`config.mk`:
```
export PLATFORM = sky130hd
export DESIGN_NAME = rtc_bus_sequencer
export DESIGN_NICKNAME = d
export VERILOG_FILES = /design/src/rtl/rtc_bus_sequencer.sv
export SDC_FILE = /design/constraint.sdc
export NUM_CORES = 1
export LEC_CHECK = 0
export CAP_MARGIN = 20
export CELL_PAD_IN_SITES_DETAIL_PLACEMENT = 1
export CELL_PAD_IN_SITES_GLOBAL_PLACEMENT = 1
export CORE_MARGIN = 3
export CORE_UTILIZATION = 40
export CTS_BUF_LIST = sky130_fd_sc_hd__clkbuf_4 sky130_fd_sc_hd__clkbuf_8 sky130_fd_sc_hd__clkbuf_16
export CTS_CLUSTER_SIZE = 28
export DETAILED_ROUTE_END_ITERATION = 8
export HOLD_SLACK_MARGIN = 0.05
export PLACE_DENSITY_LB_ADDON = 0.3
export SLEW_MARGIN = 20
export SYNTH_ARGS = -nofsm -noshare
export SYNTH_HDL_FRONTEND = slang
export SYNTH_SLANG_ARGS = --single-unit
```
`constraint.sdc`:
```
create_clock -name clk -period 2.5 [get_ports clk]
set_input_delay 0.625 -clock clk [delete_from_list [all_inputs] [get_ports clk]]
set_output_delay 0.625 -clock clk [all_outputs]
set_load 0.01 [all_outputs]
```
`src/rtl/rtc_bus_sequencer.sv`:
```
// rtl/rtc_bus_sequencer.sv - RTC multiplexed address/data bus transaction sequencer
module rtc_bus_sequencer #(
    parameter int unsigned T_PHASE   = 4,
    parameter int unsigned N_RD      = 9,
    parameter int unsigned N_WR      = 9,
    parameter logic [7:0]  RD_BASE   = 8'h21,
    parameter logic [7:0]  WR_BASE   = 8'h21,
    parameter logic [7:0]  INIT_ADDR = 8'h02,
    parameter logic [7:0]  INIT_V1   = 8'h10,
    parameter logic [7:0]  INIT_V2   = 8'h00,
    parameter logic [7:0]  STAT_ADDR = 8'hF0
) (
    input  logic       clk,
    input  logic       count_rst,
    input  logic [1:0] control,
    input  logic       sync,
    input  logic [7:0] wr_value,
    input  logic [7:0] bus_in,
    output logic [3:0] wr_idx,
    output logic [3:0] rd_idx,
    output logic [7:0] rd_data,
    output logic       rd_valid,
    output logic [7:0] bus_out,
    output logic       bus_oe,
    output logic       cs_n,
    output logic       ad,
    output logic       rd_n,
    output logic       wr_n,
    output logic       busy,
    output logic       done
);

    localparam logic [1:0] MODE_I = 2'b00;
    localparam logic [1:0] MODE_L = 2'b01;
    localparam logic [1:0] MODE_E = 2'b10;
    localparam logic [7:0] T_LOAD  = 8'(T_PHASE - 1);
    localparam logic [7:0] RD_LAST = 8'(N_RD - 1);
    localparam logic [7:0] WR_LAST = 8'(N_WR - 1);

    typedef enum logic [3:0] {
        IDLE, A_SET, A_STB, A_HOLD, D_SET, D_STB, D_HOLD, GAP, DONE
    } state_t;

    state_t     state, nxt_state;
    logic [7:0] timer, nxt_timer;
    logic [7:0] idx, nxt_idx;
    logic [1:0] mode, nxt_mode;
    logic       pend, nxt_pend;
    logic       arm, nxt_arm;
    logic [3:0] nxt_wr_idx, nxt_rd_idx;
    logic [7:0] nxt_rd_data, nxt_bus_out;
    logic       nxt_rd_valid, nxt_bus_oe, nxt_cs_n, nxt_ad, nxt_rd_n, nxt_wr_n;
    logic       nxt_busy, nxt_done;
    logic       tick, is_wr, start_acc;
    logic [1:0] acc_mode;
    logic [7:0] acc_idx, wr_byte;

    function automatic logic [7:0] addr_of(input logic [1:0] m, input logic [7:0] i);
        case (m)
            MODE_L:  addr_of = RD_BASE + i;
            MODE_E:  addr_of = WR_BASE + i;
            MODE_I:  addr_of = INIT_ADDR;
            default: addr_of = STAT_ADDR;
        endcase
    endfunction

    function automatic logic [7:0] last_of(input logic [1:0] m);
        case (m)
            MODE_L:  last_of = RD_LAST;
            MODE_E:  last_of = WR_LAST;
            MODE_I:  last_of = 8'd1;
            default: last_of = 8'd0;
        endcase
    endfunction

    assign tick    = (timer == 8'd0);
    assign is_wr   = (mode == MODE_E) || (mode == MODE_I);
    assign wr_byte = (mode == MODE_E) ? wr_value : ((idx == 8'd0) ? INIT_V1 : INIT_V2);

    // Next-state and next-output computation; every output is registered from these values
    always_comb begin
        nxt_state    = state;
        nxt_timer    = timer;
        nxt_idx      = idx;
        nxt_mode     = mode;
        nxt_pend     = pend;
        nxt_arm      = arm;
        nxt_wr_idx   = wr_idx;
        nxt_rd_idx   = rd_idx;
        nxt_rd_data  = rd_data;
        nxt_rd_valid = 1'b0;
        nxt_bus_out  = bus_out;
        nxt_bus_oe   = bus_oe;
        nxt_cs_n     = cs_n;
        nxt_ad       = ad;
        nxt_rd_n     = rd_n;
        nxt_wr_n     = wr_n;
        nxt_busy     = busy;
        nxt_done     = 1'b0;
        start_acc    = 1'b0;
        acc_mode     = mode;
        acc_idx      = idx;

        if (sync && busy && (state != DONE)) begin
            nxt_pend = 1'b1;
        end

        case (state)
            IDLE: begin
                if (arm) begin
                    nxt_arm   = 1'b0;
                    start_acc = 1'b1;
                end else if (sync) begin
                    nxt_mode = control;
                    nxt_idx  = 8'd0;
                    nxt_busy = 1'b1;
                    nxt_arm  = 1'b1;
                end
            end
            A_SET: begin
                nxt_timer = tick ? T_LOAD : timer - 8'd1;
                if (tick) begin
                    nxt_state = A_STB;
                    nxt_wr_n  = 1'b0;
                end
            end
            A_STB: begin
                nxt_timer = tick ? T_LOAD : timer - 8'd1;
                if (tick) begin
                    nxt_state = A_HOLD;
                    nxt_wr_n  = 1'b1;
                end
            end
            A_HOLD: begin
                nxt_timer = tick ? T_LOAD : timer - 8'd1;
                if (tick) begin
                    nxt_state  = D_SET;
                    nxt_ad     = 1'b1;
                    nxt_bus_oe = is_wr;
                    if (is_wr) begin
                        nxt_bus_out = wr_byte;
                    end
                end
            end
            D_SET: begin
                nxt_timer = tick ? T_LOAD : timer - 8'd1;
                if (tick) begin
                    nxt_state = D_STB;
                    if (is_wr) begin
                        nxt_wr_n = 1'b0;
                    end else begin
                        nxt_rd_n = 1'b0;
                    end
                end
            end
            D_STB: begin
                nxt_timer = tick ? T_LOAD : timer - 8'd1;
                if (tick) begin
                    nxt_state = D_HOLD;
                    nxt_wr_n  = 1'b1;
                    nxt_rd_n  = 1'b1;
                    if (!is_wr) begin
                        nxt_rd_data  = bus_in;
                        nxt_rd_valid = 1'b1;
                        nxt_rd_idx   = (mode == MODE_L) ? idx[3:0] : 4'd15;
                    end
                end
            end
            D_HOLD: begin
                nxt_timer = tick ? T_LOAD : timer - 8'd1;
                if (tick) begin
                    nxt_state  = GAP;
                    nxt_cs_n   = 1'b1;
                    nxt_bus_oe = 1'b0;
                end
            end
            GAP: begin
                if (idx == last_of(mode)) begin
                    nxt_state = DONE;
                    nxt_done  = 1'b1;
                end else begin
                    start_acc = 1'b1;
                    acc_idx   = idx + 8'd1;
                end
            end
            DONE: begin
                nxt_pend = 1'b0;
                if (pend || sync) begin
                    start_acc = 1'b1;
                    acc_mode  = control;
                    acc_idx   = 8'd0;
                end else begin
                    nxt_state = IDLE;
                    nxt_busy  = 1'b0;
                end
            end
            default: nxt_state = IDLE;
        endcase

        if (start_acc) begin
            nxt_state   = A_SET;
            nxt_timer   = T_LOAD;
            nxt_mode    = acc_mode;
            nxt_idx     = acc_idx;
            nxt_cs_n    = 1'b0;
            nxt_ad      = 1'b0;
            nxt_bus_oe  = 1'b1;
            nxt_bus_out = addr_of(acc_mode, acc_idx);
            if (acc_mode == MODE_E) begin
                nxt_wr_idx = acc_idx[3:0];
            end
        end
    end

    // State, timer, index and registered outputs; reset releases the bus at once
    always_ff @(posedge clk or posedge count_rst) begin
        if (count_rst) begin
            state    <= IDLE;
            timer    <= 8'd0;
            idx      <= 8'd0;
            mode     <= MODE_I;
            pend     <= 1'b0;
            arm      <= 1'b0;
            wr_idx   <= 4'd0;
            rd_idx   <= 4'd0;
            rd_data  <= 8'd0;
            rd_valid <= 1'b0;
            bus_out  <= 8'd0;
            bus_oe   <= 1'b0;
            cs_n     <= 1'b1;
            ad       <= 1'b1;
            rd_n     <= 1'b1;
            wr_n     <= 1'b1;
            busy     <= 1'b0;
            done     <= 1'b0;
        end else begin
            state    <= nxt_state;
            timer    <= nxt_timer;
            idx      <= nxt_idx;
            mode     <= nxt_mode;
            pend     <= nxt_pend;
            arm      <= nxt_arm;
            wr_idx   <= nxt_wr_idx;
            rd_idx   <= nxt_rd_idx;
            rd_data  <= nxt_rd_data;
            rd_valid <= nxt_rd_valid;
            bus_out  <= nxt_bus_out;
            bus_oe   <= nxt_bus_oe;
            cs_n     <= nxt_cs_n;
            ad       <= nxt_ad;
            rd_n     <= nxt_rd_n;
            wr_n     <= nxt_wr_n;
            busy     <= nxt_busy;
            done     <= nxt_done;
        end
    end

endmodule

```
# After elaboration in Yosys (flattened, before gate mapping)
# Cells that the tools add are included.
# W data, S select, Z words.
# totals
register_bits	56
latchBits	0
ramBits	0
mem_bits_ro	0
input_bits	21
out_inout_bits	32
wordCells	159
memories	0
# op_classes
n_addsub	3
multipliers	0
div_mod_pow	0
order_cmp	0
eq_ne	33
n_shift	0
n_mux	68
bitwise	1
n_reduce_logical	36
# ops
op	count
$mux W8	15
$mux W4	10
$pmux W4 S9	1
$pmux W8 S2	2
$mux W1	27
$ne A3 B3 Y1 const B	8
$reduce_bool A2 Y1	10
$ne A2 B2 Y1 const B	9
$eq A4 B3 Y1 const B	4
$logic_not A8 Y1	2
$mux W2	6
$reduce_and A3 Y1	4
$reduce_and A9 Y1	1
$add A6 B8 Y8 const A	1
$add A8 B1 Y8 const B	1
$eq A4 B2 Y1 const B	2
$eq A8 B8 Y1	1
$pmux W4 S2	1
$reduce_and A4 Y1	2
$sub A8 B1 Y8 const B	1
$pmux W1 S2	3
$pmux W1 S3	2
$reduce_and A2 Y1	3
$reduce_bool A3 Y1	2
15 further kinds	23

# Longest topological paths before layout
# Gate-level depths: netlist of run 1.
# logic_depth
depth_word	10
ltp_mapped	11
mapped_depth_nobuf	11

# Worst setup path before layout of run 1
# No wires, ideal clock.
# synth_path
path_type	flip-flop to flip-flop
from	reg mode[0]
to	reg bus_out[2]
setup_time_ps	121
t_arrival_ps	2201
required_ps	2379
slack_ps	178
stages_incl_launch_ff	11
n_path_buf	0
period_less_slack_ps	2322
path_cell_list	dfrtp_1 -> inv_1 -> ha_1 -> xnor2_1 -> nand4b_4 -> and2_1 -> a22o_1 -> ha_1 -> o2111ai_1 -> a21oi_1 -> o22a_1
# synth_via
elab_chain_len	10
word_cells_on_any_way	29
cone_classes	add/sub: 1; eq/ne: 5; mux: 14; reduce/logical: 9
# synth_rtl
item	line_no	source
start, declared	47	logic [1:0] mode, nxt_mode;
start signal, assigned	240	mode <= nxt_mode;
$eq A2 B2 Y1 or $eq A2 B1 Y1 (tied branches)	68	case (m)
$reduce_or A2 Y1 (no line)	--	
$pmux W4 S2 *	68	
$mux W8 *	108	case (state)
$eq A8 B8 Y1 *	178	if (idx == last_of(mode)) begin
$mux W8 *	178	
$pmux W8 S2 *	108	
named net acc_idx[1]	56	logic [7:0] acc_idx, wr_byte;
$add A6 B8 Y8 *	60, 61	
$pmux W8 S2 *	59	case (m)
$mux W8 *	200	if (start_acc) begin
end signal, assigned	247	bus_out <= nxt_bus_out;
end, declared	23	output logic [7:0] bus_out,
# The timed path passes the listed nets; every way through them passes the cells marked *. The select of a mux whose other input is x is not followed.
# A chain may end at the register's enable or synchronous reset.

# Final worst setup path of run 1
# layout_path
from	in sync
to	reg mode[0]
# layout_via
elab_chain_len	5
word_cells_on_any_way	10
cone_classes	eq/ne: 1; mux: 5; reduce/logical: 4
# layout_rtl
item	line_no	source
start, declared	16	input logic sync,
$logic_or A1 B1 Y1	188	if (pend || sync) begin
$mux W1	188	
$pmux W1 S3	108	
$ne A2 B1 Y1 (no line) or $reduce_bool A2 Y1 (tied branches)	--	
$reduce_and A3 Y1 (no line)	--	
# Several ways; a longest one is shown, not always the timed one.

==> impl_summary.txt, run 1 <==
----------------------------------------------------
[Run status]
  Run status ... finished, final reports clean

[Placement]
  HPWL after DPL ... 6770 µm
  Gp weighted congestion ... 0.832
  Post-place setup slack ... -0.350 ns
  Count of input and output buffers ... 52
  Post-Place Cell Area ... 4030 µm²

[Clocking]
  Clock net sink count ... 56
  Clk Latency, worst-skew pair ... 0.31 ns
  Number of buffers inserted during clock tree synthesis ... 5
  H-tree lvl count ... 2
  Maximum buffer depth of the clock tree ... 2
  Post-CTS Hold Buffers ... 0
  Register clock-pin slew on the reported worst setup and hold paths ... 0.11 ns
  TritonCTS clock tree ... done
  Root buffer cell ... clkbuf_8

[Worst setup path]
  Cell chain of the critical path ... clkdlybuf4s50_1 > or2_2 > nand2_2 > a21boi_4 > buf_4 > nand2b_1 > buf_4 > a21oi_1 > nand2_1 > o21ai_0
  Dominant cell type by count on the critical path ... buf_4
  Worst setup path class ... in -> reg
  Type of element capturing the critical path ... register
  Largest fanout on the critical path ... 11
  Critical path data arrival time ... 2.72 ns
  Kind of launch point of the worst setup path ... input port
  Critical-path cell with the highest stage delay ... clkdlybuf4s50_1
  Delay of the slowest cell on the worst path ... 0.42 ns
  Worst R2R Start ... mode[1]$_DFFE_PP0P_
  Largest delay contributor family on the critical path ... buffers and inverters
  CP required ... 2.74 ns
  Number of buffer and inverter instances along the worst setup path ... 3
  Worst setup path start ... sync

[GRT]
  Number of antenna violations at the first check in global routing ... 0
  All-layer global routing usage ... 21.2%
  Maximum number of pins on one net before global-route repair ... 24
  Vias in the first global route ... 3,119
  Remaining global-route overflow ... 0
  First-pass GRT wire length ... 15,000 µm

[STA]
  Post-route fraction of the period consumed by the critical path ... 99.2%
  Transition time of the tightest slew-check pin ... 0.560 ns
  Highest Clock Rate ... 0.403 GHz
  Worst clock skew ... 0.0106 ns
  Final worst-path setup slack ... 0.0207 ns
  Fin. Hold Viols ... 0
  RSZ-0062 raised after global routing ... true
  Max_slew headroom ... 62.6%
  Number of max-slew violations in the final report ... 0
  Hold Slack ... 0.487 ns
  Number of failing setup endpoints in the final timing report ... 0
  Post-layout minimum cycle time ... 2.48 ns

[Floorplanning]
  Core Region ... 7410 µm²
  I/O pin count ... 53
  Die Wd ... 94.1 µm
  Std cell rows ... 31
  Die Outline Area ... 8850 µm²
  Die outline height ... 94.1 µm
  Initial Util ... 41.9%

[Worst hold path]
  Min-delay worst type ... reg -> reg
  Startpoint of the tightest hold check path ... rd_data[2]$_DFFE_PP0P_

[Synthesis]
  Synthesis warning total ... 0
  Fraction of the mapped netlist area in simple logic gates ... 23.7%
  Number of flops mapped to enable cells by yosys ... 0
  Synth Area in XOR/XNOR ... 1.41%
  Cell with the most instances after synthesis ... nand2_1
  Flop and latch count out of synthesis ... 56
  Post-synthesis cell type count ... 55
  Mux contribution to synthesized area ... 2.78%
  Dominant combinational cell family by area after synthesis ... simple AND/OR/NAND/NOR gates
  Dominant synthesized flop cell ... dfrtp_1
  Top cells by area in the synthesized netlist ... dfrtp_1 42%, nand2_1 7.4%, ha_1 4.4%
  Fraction of registers with async set or reset after synthesis ... 100%
  Area fraction of the dominant cell type after synthesis ... 41.9%
  Synthesized area per cell ... 9.02 µm²
  Sequential fraction of the synthesis area ... 45.3%
  Syn Std Cell Area ... 3100 µm²
  Adder-Cell Fraction of Synth Area ... 4.43%
  Compound-gate portion of the synthesized area ... 18.3%
  Synthesized Nets ... 376
  Top post-synthesis cells by count ... 61 x nand2_1, 52 x dfrtp_1, 25 x o21ai_0
  Area leader, netlist ... dfrtp_1
  Number of instances in the synthesized netlist ... 344

[Routing]
  DR DRC count ... 0
  Routed length per placed instance ... 17.2 µm
  Number of DRC markers after the initial detailed-route iteration ... 158
  Number of vias per cell ... 5.64
  Count of antenna-violating nets left after detailed routing ... 0
  Via count ... 3,024
  Routed Wire Length ... 9250 µm
  Number of iterations in the first detailed-routing pass ... 5

[Cells and area]
  Number of nets in the final layout ... 468
  Share of final-layout standard cells stronger than drive strength 1 ... 20.4%
  Final core utilization ... 56.9%
  Antenna diode count ... 0
  Cell area after layout ... 4220 µm²
  Post-synthesis to final-layout area growth ... 35.8%

[Pwr]
  Static leakage ... 1.90 nW
  Power after layout ... 3.35 mW
  Pwr dens ... 795 nW/µm²
  Maximum resistive drop on vdd ... 380 µV

[Run]
  Max cap viols ... 0

----------------------------------------------------
==> worst paths after layout <==
| check | to | slack (ns) | cells after the start |
|---|---|---|---|
| setup / recovery | mode[0]$_DFFE_PP0P_ | 0.02 | 10 |
| hold / removal | rd_data[2]$_DFFE_PP0P_ | 0.49 | 2 |
| setup reg to reg | mode[0]$_DFFE_PP0P_ | 0.11 | 11 |
| hold reg to reg | rd_data[2]$_DFFE_PP0P_ | 0.49 | 2 |
| max in group asynchronous | rd_idx[2]$_DFFE_PP0P_ | 1.23 | 3 |
| min in group asynchronous | timer[7]$_DFFE_PP0P_ | 0.68 | 2 |
==> cell type report <==
| class | instances | area (µm²) |
|---|---|---|
| Clock buffer | 6 | 82.6 |
| Fill cell | 863 | 3190 |
| Inverter | 12 | 45.0 |
| Multi-Input combinational cell | 258 | 1630 |
| Timing Repair Buffer | 103 | 916 |
| Clock inverter | 2 | 10.0 |
| Sequential cell | 56 | 1410 |
| Tap cell | 99 | 124 |
==> tightest hold or removal path, stage by stage, from the launching register on <==
cell and delay (ns):
dfrtp_1 0.36, nand2_1 0.05, nand2_1 0.05
==> report_power, final <==
group / internal, mW / total [mW] / switching, mW
registers: 1.11 / 1.27 / 0.158
clock network: 0.222 / 0.528 / 0.305
logic: 0.738 / 1.56 / 0.818
total: 2.07 / 3.35 / 1.28
==> state kept, by name (all words and copies together) (netlist names), 2 cells and up <==
register  count
bus_out       8
rd_idx        4
mode          2
rd_data       8
wr_idx        4
state         4
idx           8
timer         8
==> per-layer routing <==
metal	wire (µm)	part of all wire (%)	up-vias	track usage, %
met5	0	0	-	0
met4	82	0.89	0	3.97
met3	250	2.7	8	2.72
met2	4850	52	54	37.6
met1	4060	44	1553	27.6
li1	-	-	1409	-
==> cells in the final DEF, fill, tap and decap left out, drive strengths merged, types with 2 or more instances in the layout <==
master	instances
o21ai	25
clkinv	3
nand4b	3
nor3	14
ha	11
clkbuf	6
a21oi	22
dfstp	4
a31o	2
and3	4
mux2	5
clkdlybuf4s50	52
nor2b	6
a22o	10
dfrtp	52
nor3b	3
xnor2	4
nand2	61
nor4b	2
o31ai	4
nor4	3
o22ai	3
a31oi	2
a21o	5
mux2i	3
o21bai	2
buf	51
or3	3
o22a	2
or4	3
and2	3
nand4	6
a32o	2
nand3	8
nor2	23
inv	11
==> per-stage QoR <==
step           setup TNS [ns]  cells
2_1_floorplan               0    344
3_3_place_gp            -2.76    524
3_5_place_dp            -4.43    524
4_1_cts                     0    532
5_1_grt                -0.404    536
6_report                    0    536
==> cell families (layout without fill, tap and decap cells) <==
kind of cell               Yosys count  after routing
adders and majority gates           11             11
buffers and inverters               30            123
xor gates and xnor gates             5              5
AOI/OAI and AO/OA                   87             87
DFF                                 56             56
muxes                                8              8
and+or+nand+nor                    147            147
==> timing repair <==
item | 4_1_cts | 5_1_grt
setup buffers | 0 | 4
endpoints found under the hold margin | 0 | 0
pin swaps | 0 | 2
resized for setup | 4 | 9
setup endpoints to repair | 3 | 12
Power figures use the tool's default switching activity.
==> run 2: changes to the inputs <==
- CORE_UTILIZATION: 40 -> 43
- SLEW_MARGIN: 20 -> not set
- clock period: 2.5 -> 3.1 ns (I/O delays scaled with it)
==> run 2 against run 1 <==
Compared with the run above:
- sequential share of layout area grew 3.0 points
- clock power down 6.1%
- hold slack better by 0.0013 ns
- cell area decreased by 8.2%
- core utilization shrank 0.85 points
- combinational power is 33% lower
- critical path depth did not move
- total power fell by 23%
- largest power group is now registers
- register-to-register slack gained 0.33 ns
- largest cell class unchanged
- non-clock buffer count is 40 lower
- sequential power decreased by 17%
- die area is 6.5% lower
==> impl_summary.txt, run 2 (same netlist as run 1, synthesis figures left out) <==
----------------------------------------------------
[Run status]
  Run status ... finished, final reports clean

[Worst setup path]
  Critical-path cell with the highest stage delay ... clkdlybuf4s50_1
  Number of buffer and inverter instances along the worst setup path ... 1
  CP required ... 3.30 ns
  Kind of launch point of the worst setup path ... input port
  Worst setup path start ... sync
  Dominant cell type by count on the critical path ... nand2_1
  Delay of the slowest cell on the worst path ... 0.45 ns
  Worst R2R Start ... mode[0]$_DFFE_PP0P_
  Critical path data arrival time ... 3.07 ns
  Largest delay contributor family on the critical path ... compound AO/OA/AOI/OAI gates
  Cell chain of the critical path ... clkdlybuf4s50_1 > or2_2 > nand2_1 > a21boi_2 > nand2_1 > o21ai_0 > ha_1 > a41oi_1 > xor2_1 > o22ai_1
  Worst setup path class ... in -> reg
  Largest fanout on the critical path ... 7
  Type of element capturing the critical path ... register

[STA]
  Number of max-slew violations in the final report ... 0
  Transition time of the tightest slew-check pin ... 0.544 ns
  Hold Slack ... 0.488 ns
  Number of failing setup endpoints in the final timing report ... 0
  Setup_tns ... 0 ns
  Post-route fraction of the period consumed by the critical path ... 92.5%
  RSZ-0062 raised after global routing ... false
  Fin. Hold Viols ... 0
  Final worst-path setup slack ... 0.231 ns
  Post-layout minimum cycle time ... 2.87 ns
  Max_slew headroom ... 63.7%
  Worst clock skew ... 0.00963 ns
  Highest Clock Rate ... 0.349 GHz

[Placement]
  Count of input and output buffers ... 52
  HPWL after DPL ... 6140 µm
  Post-place setup slack ... -0.0506 ns
  Gp weighted congestion ... 0.813

[Floorplanning]
  I/O pin count ... 53
  Die Wd ... 91.0 µm
  Initial Util ... 44.9%
  Core Region ... 6910 µm²
  Die outline height ... 91.0 µm
  Die Outline Area ... 8270 µm²
  Std cell rows ... 30

[Routing]
  Routed length per placed instance ... 17.5 µm
  Number of vias per cell ... 5.73
  Via count ... 2,826
  Routed Wire Length ... 8600 µm
  Count of antenna-violating nets left after detailed routing ... 0
  Number of iterations in the first detailed-routing pass ... 4
  DR DRC count ... 0
  Number of DRC markers after the initial detailed-route iteration ... 136

[GRT]
  Number of antenna violations at the first check in global routing ... 0
  Maximum number of pins on one net before global-route repair ... 57
  First-pass GRT wire length ... 15,000 µm
  Remaining global-route overflow ... 0
  All-layer global routing usage ... 22.2%
  Vias in the first global route ... 2,985

[Clocking]
  H-tree lvl count ... 2
  Number of gates given a new drive strength after cts ... 0
  Root buffer cell ... clkbuf_8
  Register clock-pin slew on the reported worst setup and hold paths ... 0.10 ns
  TritonCTS clock tree ... done
  Clock net sink count ... 56
  Maximum buffer depth of the clock tree ... 2
  Number of buffers inserted during clock tree synthesis ... 5
  Post-CTS Hold Buffers ... 0
  Clk Latency, worst-skew pair ... 0.32 ns
  Post-CTS setup repair buffer count ... 0

[Pwr]
  Share of power burned in registers ... 40.8%
  Fraction of power consumed by combinational cells ... 40.0%
  Switching part of the total power ... 37.7%
  Maximum resistive drop on vdd ... 279 µV
  Total internal power ... 1.61 mW
  Static leakage ... 1.69 nW
  Pwr dens ... 670 nW/µm²
  Power dissipated by switching net loads ... 979 µW
  Portion of total power attributed to the clock network ... 19.1%

[Worst hold path]
  Min-delay worst type ... reg -> reg
  Startpoint of the tightest hold check path ... rd_data[0]$_DFFE_PP0P_

[Cells and area]
  Post-synthesis to final-layout area growth ... 24.7%
  Commonest cells after routing, fill and taps aside ... 61 x nand2_1, 52 x dfrtp_1, 52 x clkdlybuf4s50_1
  Share of final-layout standard cells stronger than drive strength 1 ... 9.32%
  Antenna diode count ... 0
  Number of nets in the final layout ... 428
  Most common library cell in the layout ignoring fill and taps ... nand2_1
  Final core utilization ... 56.1%

[Run]
  Max cap viols ... 0

----------------------------------------------------
## run 2: changes by cell type in the layout (fill, tap and decap cells not counted), moves of 2 or more
cell	previous run	this run
inv_2	3	1
buf_4	50	10
xnor2_1	2	4
xnor2_2	2	0
ha_1	9	11
inv_1	8	10
## run 2: final cells by class
class / count / area (µm²)
Inverter: 12 / 45.0
Clock inverter: 2 / 35.0
Multi-Input combinational cell: 258 / 1570
Clock buffer: 6 / 76.3
Timing Repair Buffer: 63 / 616
Fill cell: 814 / 3040
Sequential cell: 56 / 1410
Tap cell: 96 / 120
## run 2: tightest hold or removal path: stages (launching register included)
cell and delay (ns):
dfrtp_1 0.35, nand2_1 0.05, nand2_1 0.06
## run 2: final timing paths
kind,slack (ns),endpoint,cells after the start
max,0.23,bus_out[6]$_DFFE_PP0P_,10
min,0.49,rd_data[0]$_DFFE_PP0P_,2
max reg2reg,0.44,bus_out[6]$_DFFE_PP0P_,11
min reg2reg,0.49,rd_data[0]$_DFFE_PP0P_,2
max in group asynchronous,1.98,cs_n$_DFFE_PP1P_,3
min in group asynchronous,0.82,rd_data[1]$_DFFE_PP0P_,3
## run 2: metrics by stage
step | power [mW] | area (µm²) | instances
2_1_floorplan | 1.69 | 3100 | 344
3_3_place_gp | 2.05 | 3760 | 485
3_5_place_dp | 2.11 | 3760 | 485
4_1_cts | 2.62 | 3870 | 493
5_1_grt | 2.81 | 3870 | 493
6_report | 2.59 | 3870 | 493
## run 2: power by group through the flow
stage / clock network [mW] / registers (mW) / logic [mW]
after floorplan: 0 / 1.04 / 0.654
after global placement: 0 / 1.06 / 0.992
after detailed placement: 0 / 1.07 / 1.04
after CTS: 0.508 / 1.06 / 1.05
after global routing: 0.539 / 1.09 / 1.17
final: 0.496 / 1.06 / 1.04
## run 2: metal layers
metal | global-route usage, % | wire (µm)
met4 | 8.29 | 190
met2 | 37.8 | 4390
met5 | 0 | 0
met1 | 28.4 | 3750
met3 | 3.23 | 275
==> run 3: changes to the inputs <==
- CTS_CLUSTER_SIZE: 28 -> not set
- clock period: 3.1 -> 3.3 ns (I/O delays scaled with it)
==> run 3 against run 2 <==
Compared with the run above:
- core utilization fell by 0.94 points
- sequential power decreased by 5%
- via count decreased by 2.7%
- clock power is 25% lower
- wire length decreased by 1.9%
- non-clock buffer count is 3 lower
- setup slack better by 0.066 ns
- first-iteration DRC count is 26% lower
==> impl_summary.txt, run 3 (same netlist as run 1, synthesis figures left out) <==
----------------------------------------------------
[Run status]
  Run status ... finished, final reports clean

[Clocking]
  Post-CTS setup repair buffer count ... 0
  Clk Latency, worst-skew pair ... 0.31 ns
  Clock net sink count ... 56
  H-tree lvl count ... 2
  Post-CTS Hold Buffers ... 0
  Register clock-pin slew on the reported worst setup and hold paths ... 0.10 ns
  Maximum buffer depth of the clock tree ... 2
  Number of buffers inserted during clock tree synthesis ... 5
  TritonCTS clock tree ... done
  Number of gates given a new drive strength after cts ... 0
  Root buffer cell ... clkbuf_8

[Routing]
  Routed length per placed instance ... 17.3 µm
  Count of antenna-violating nets left after detailed routing ... 0
  Via count ... 2,750
  Number of vias per cell ... 5.62
  Number of iterations in the first detailed-routing pass ... 4
  Routed Wire Length ... 8440 µm
  Number of DRC markers after the initial detailed-route iteration ... 101
  DR DRC count ... 0

[Pwr]
  Power after layout ... 2.32 mW
  Static leakage ... 1.66 nW
  Maximum resistive drop on vdd ... 255 µV
  Pwr dens ... 610 nW/µm²

[Floorplanning]
  I/O pin count ... 53
  Die Wd ... 91.0 µm
  Initial Util ... 44.9%
  Die outline height ... 91.0 µm
  Core Region ... 6910 µm²
  Die Outline Area ... 8270 µm²
  Std cell rows ... 30

[STA]
  Max_slew headroom ... 54.4%
  Highest Clock Rate ... 0.333 GHz
  Fin. Hold Viols ... 0
  RSZ-0062 raised after global routing ... false
  Post-route fraction of the period consumed by the critical path ... 91.0%
  Hold Slack ... 0.484 ns
  Transition time of the tightest slew-check pin ... 0.682 ns
  Post-layout minimum cycle time ... 3.00 ns
  Number of max-slew violations in the final report ... 0
  Number of failing setup endpoints in the final timing report ... 0
  Worst clock skew ... 0.0118 ns

[Placement]
  Gp weighted congestion ... 0.863
  HPWL after DPL ... 6280 µm
  Count of input and output buffers ... 52

[Cells and area]
  Antenna diode count ... 0
  Most common library cell in the layout ignoring fill and taps ... nand2_1
  Layout filler cell count ... 834
  Post-synthesis to final-layout area growth ... 22.6%
  Number of nets in the final layout ... 425
  Commonest cells after routing, fill and taps aside ... 61 x nand2_1, 52 x dfrtp_1, 52 x clkdlybuf4s50_1
  Share of final-layout standard cells stronger than drive strength 1 ... 8.40%

[GRT]
  Remaining global-route overflow ... 0
  Maximum number of pins on one net before global-route repair ... 30
  First-pass GRT wire length ... 14,400 µm
  All-layer global routing usage ... 21.1%
  Vias in the first global route ... 2,917
  Number of antenna violations at the first check in global routing ... 0

[Worst setup path]
  Largest fanout on the critical path ... 6
  Worst setup path class ... in -> reg
  CP required ... 3.54 ns
  Critical path data arrival time ... 3.24 ns
  Kind of launch point of the worst setup path ... input port
  Type of element capturing the critical path ... register

[Run]
  Max cap viols ... 0

[Worst hold path]
  Min-delay worst type ... reg -> reg

----------------------------------------------------
## run 3: cell count changes in the layout (fill, tap and decap cells not counted)
cell	delta
buf_4	-2
buf_12	-1
bufinv_16	-1
## run 3: area by class of cell
cell class,instances,area [µm²],area share (%)
clock buffer,6,76.3,2.01
timing repair buffer,60,581,15.3
tap,96,120,3.16
sequential,56,1410,36.9
multi-input combinational,258,1570,41.3
clock inverter,1,5.00,0.131
inverter,12,45.0,1.18
## run 3: worst paths after layout
check	from	cells past startpoint	slack, ns	endpoint
setup / recovery	sync	8	0.30	bus_out[6]$_DFFE_PP0P_
hold / removal	rd_data[1]$_DFFE_PP0P_	2	0.48	rd_data[1]$_DFFE_PP0P_
setup reg to reg	timer[2]$_DFFE_PP0P_	6	0.41	rd_data[2]$_DFFE_PP0P_
hold reg to reg	rd_data[1]$_DFFE_PP0P_	2	0.48	rd_data[1]$_DFFE_PP0P_
max in group asynchronous	count_rst	3	1.67	rd_n$_DFFE_PP1P_
min in group asynchronous	count_rst	2	0.93	rd_data[1]$_DFFE_PP0P_
## run 3: routing by layer
layer	GRT usage (%)	up-vias	share of wire (%)
li1	-	1323	-
met1	27.6	1371	45
met2	35.6	40	51
met3	3.81	16	2.6
met4	6.53	0	1.9
met5	0	-	0
## run 3: per-stage QoR
step / instances / util (%) / cell area, µm² / setup WS (ns) / TNS [ns]
5_1_grt: 489 / 55.1 / 3810 / 0.0567 / 0
3_5_place_dp: 482 / 53.9 / 3720 / -0.0169 / -0.0169
3_3_place_gp: 482 / 53.9 / 3720 / 0.177 / 0
2_1_floorplan: 344 / - / 3100 / 0.826 / 0
4_1_cts: 489 / 55.1 / 3810 / 0.304 / 0
6_report: 489 / 55.1 / 3810 / 0.297 / 0
## run 3: worst max-delay path: stages
cell	delay, ns
clkdlybuf4s50_1	0.45
or2_2	0.31
nand2_1	0.21
mux2i_1	0.35
ha_1	0.35
o21ai_0	0.40
o21ai_0	0.17
o22ai_1	0.17
## run 3: power breakdown
| group | internal [mW] | leakage (nW) | switching (mW) | total [mW] |
|---|---|---|---|---|
| registers | 0.841 | 0.673 | 0.170 | 1.01 |
| logic | 0.422 | 0.940 | 0.516 | 0.938 |
| clock network | 0.154 | 0.0445 | 0.217 | 0.371 |
| total | 1.42 | 1.66 | 0.904 | 2.32 |
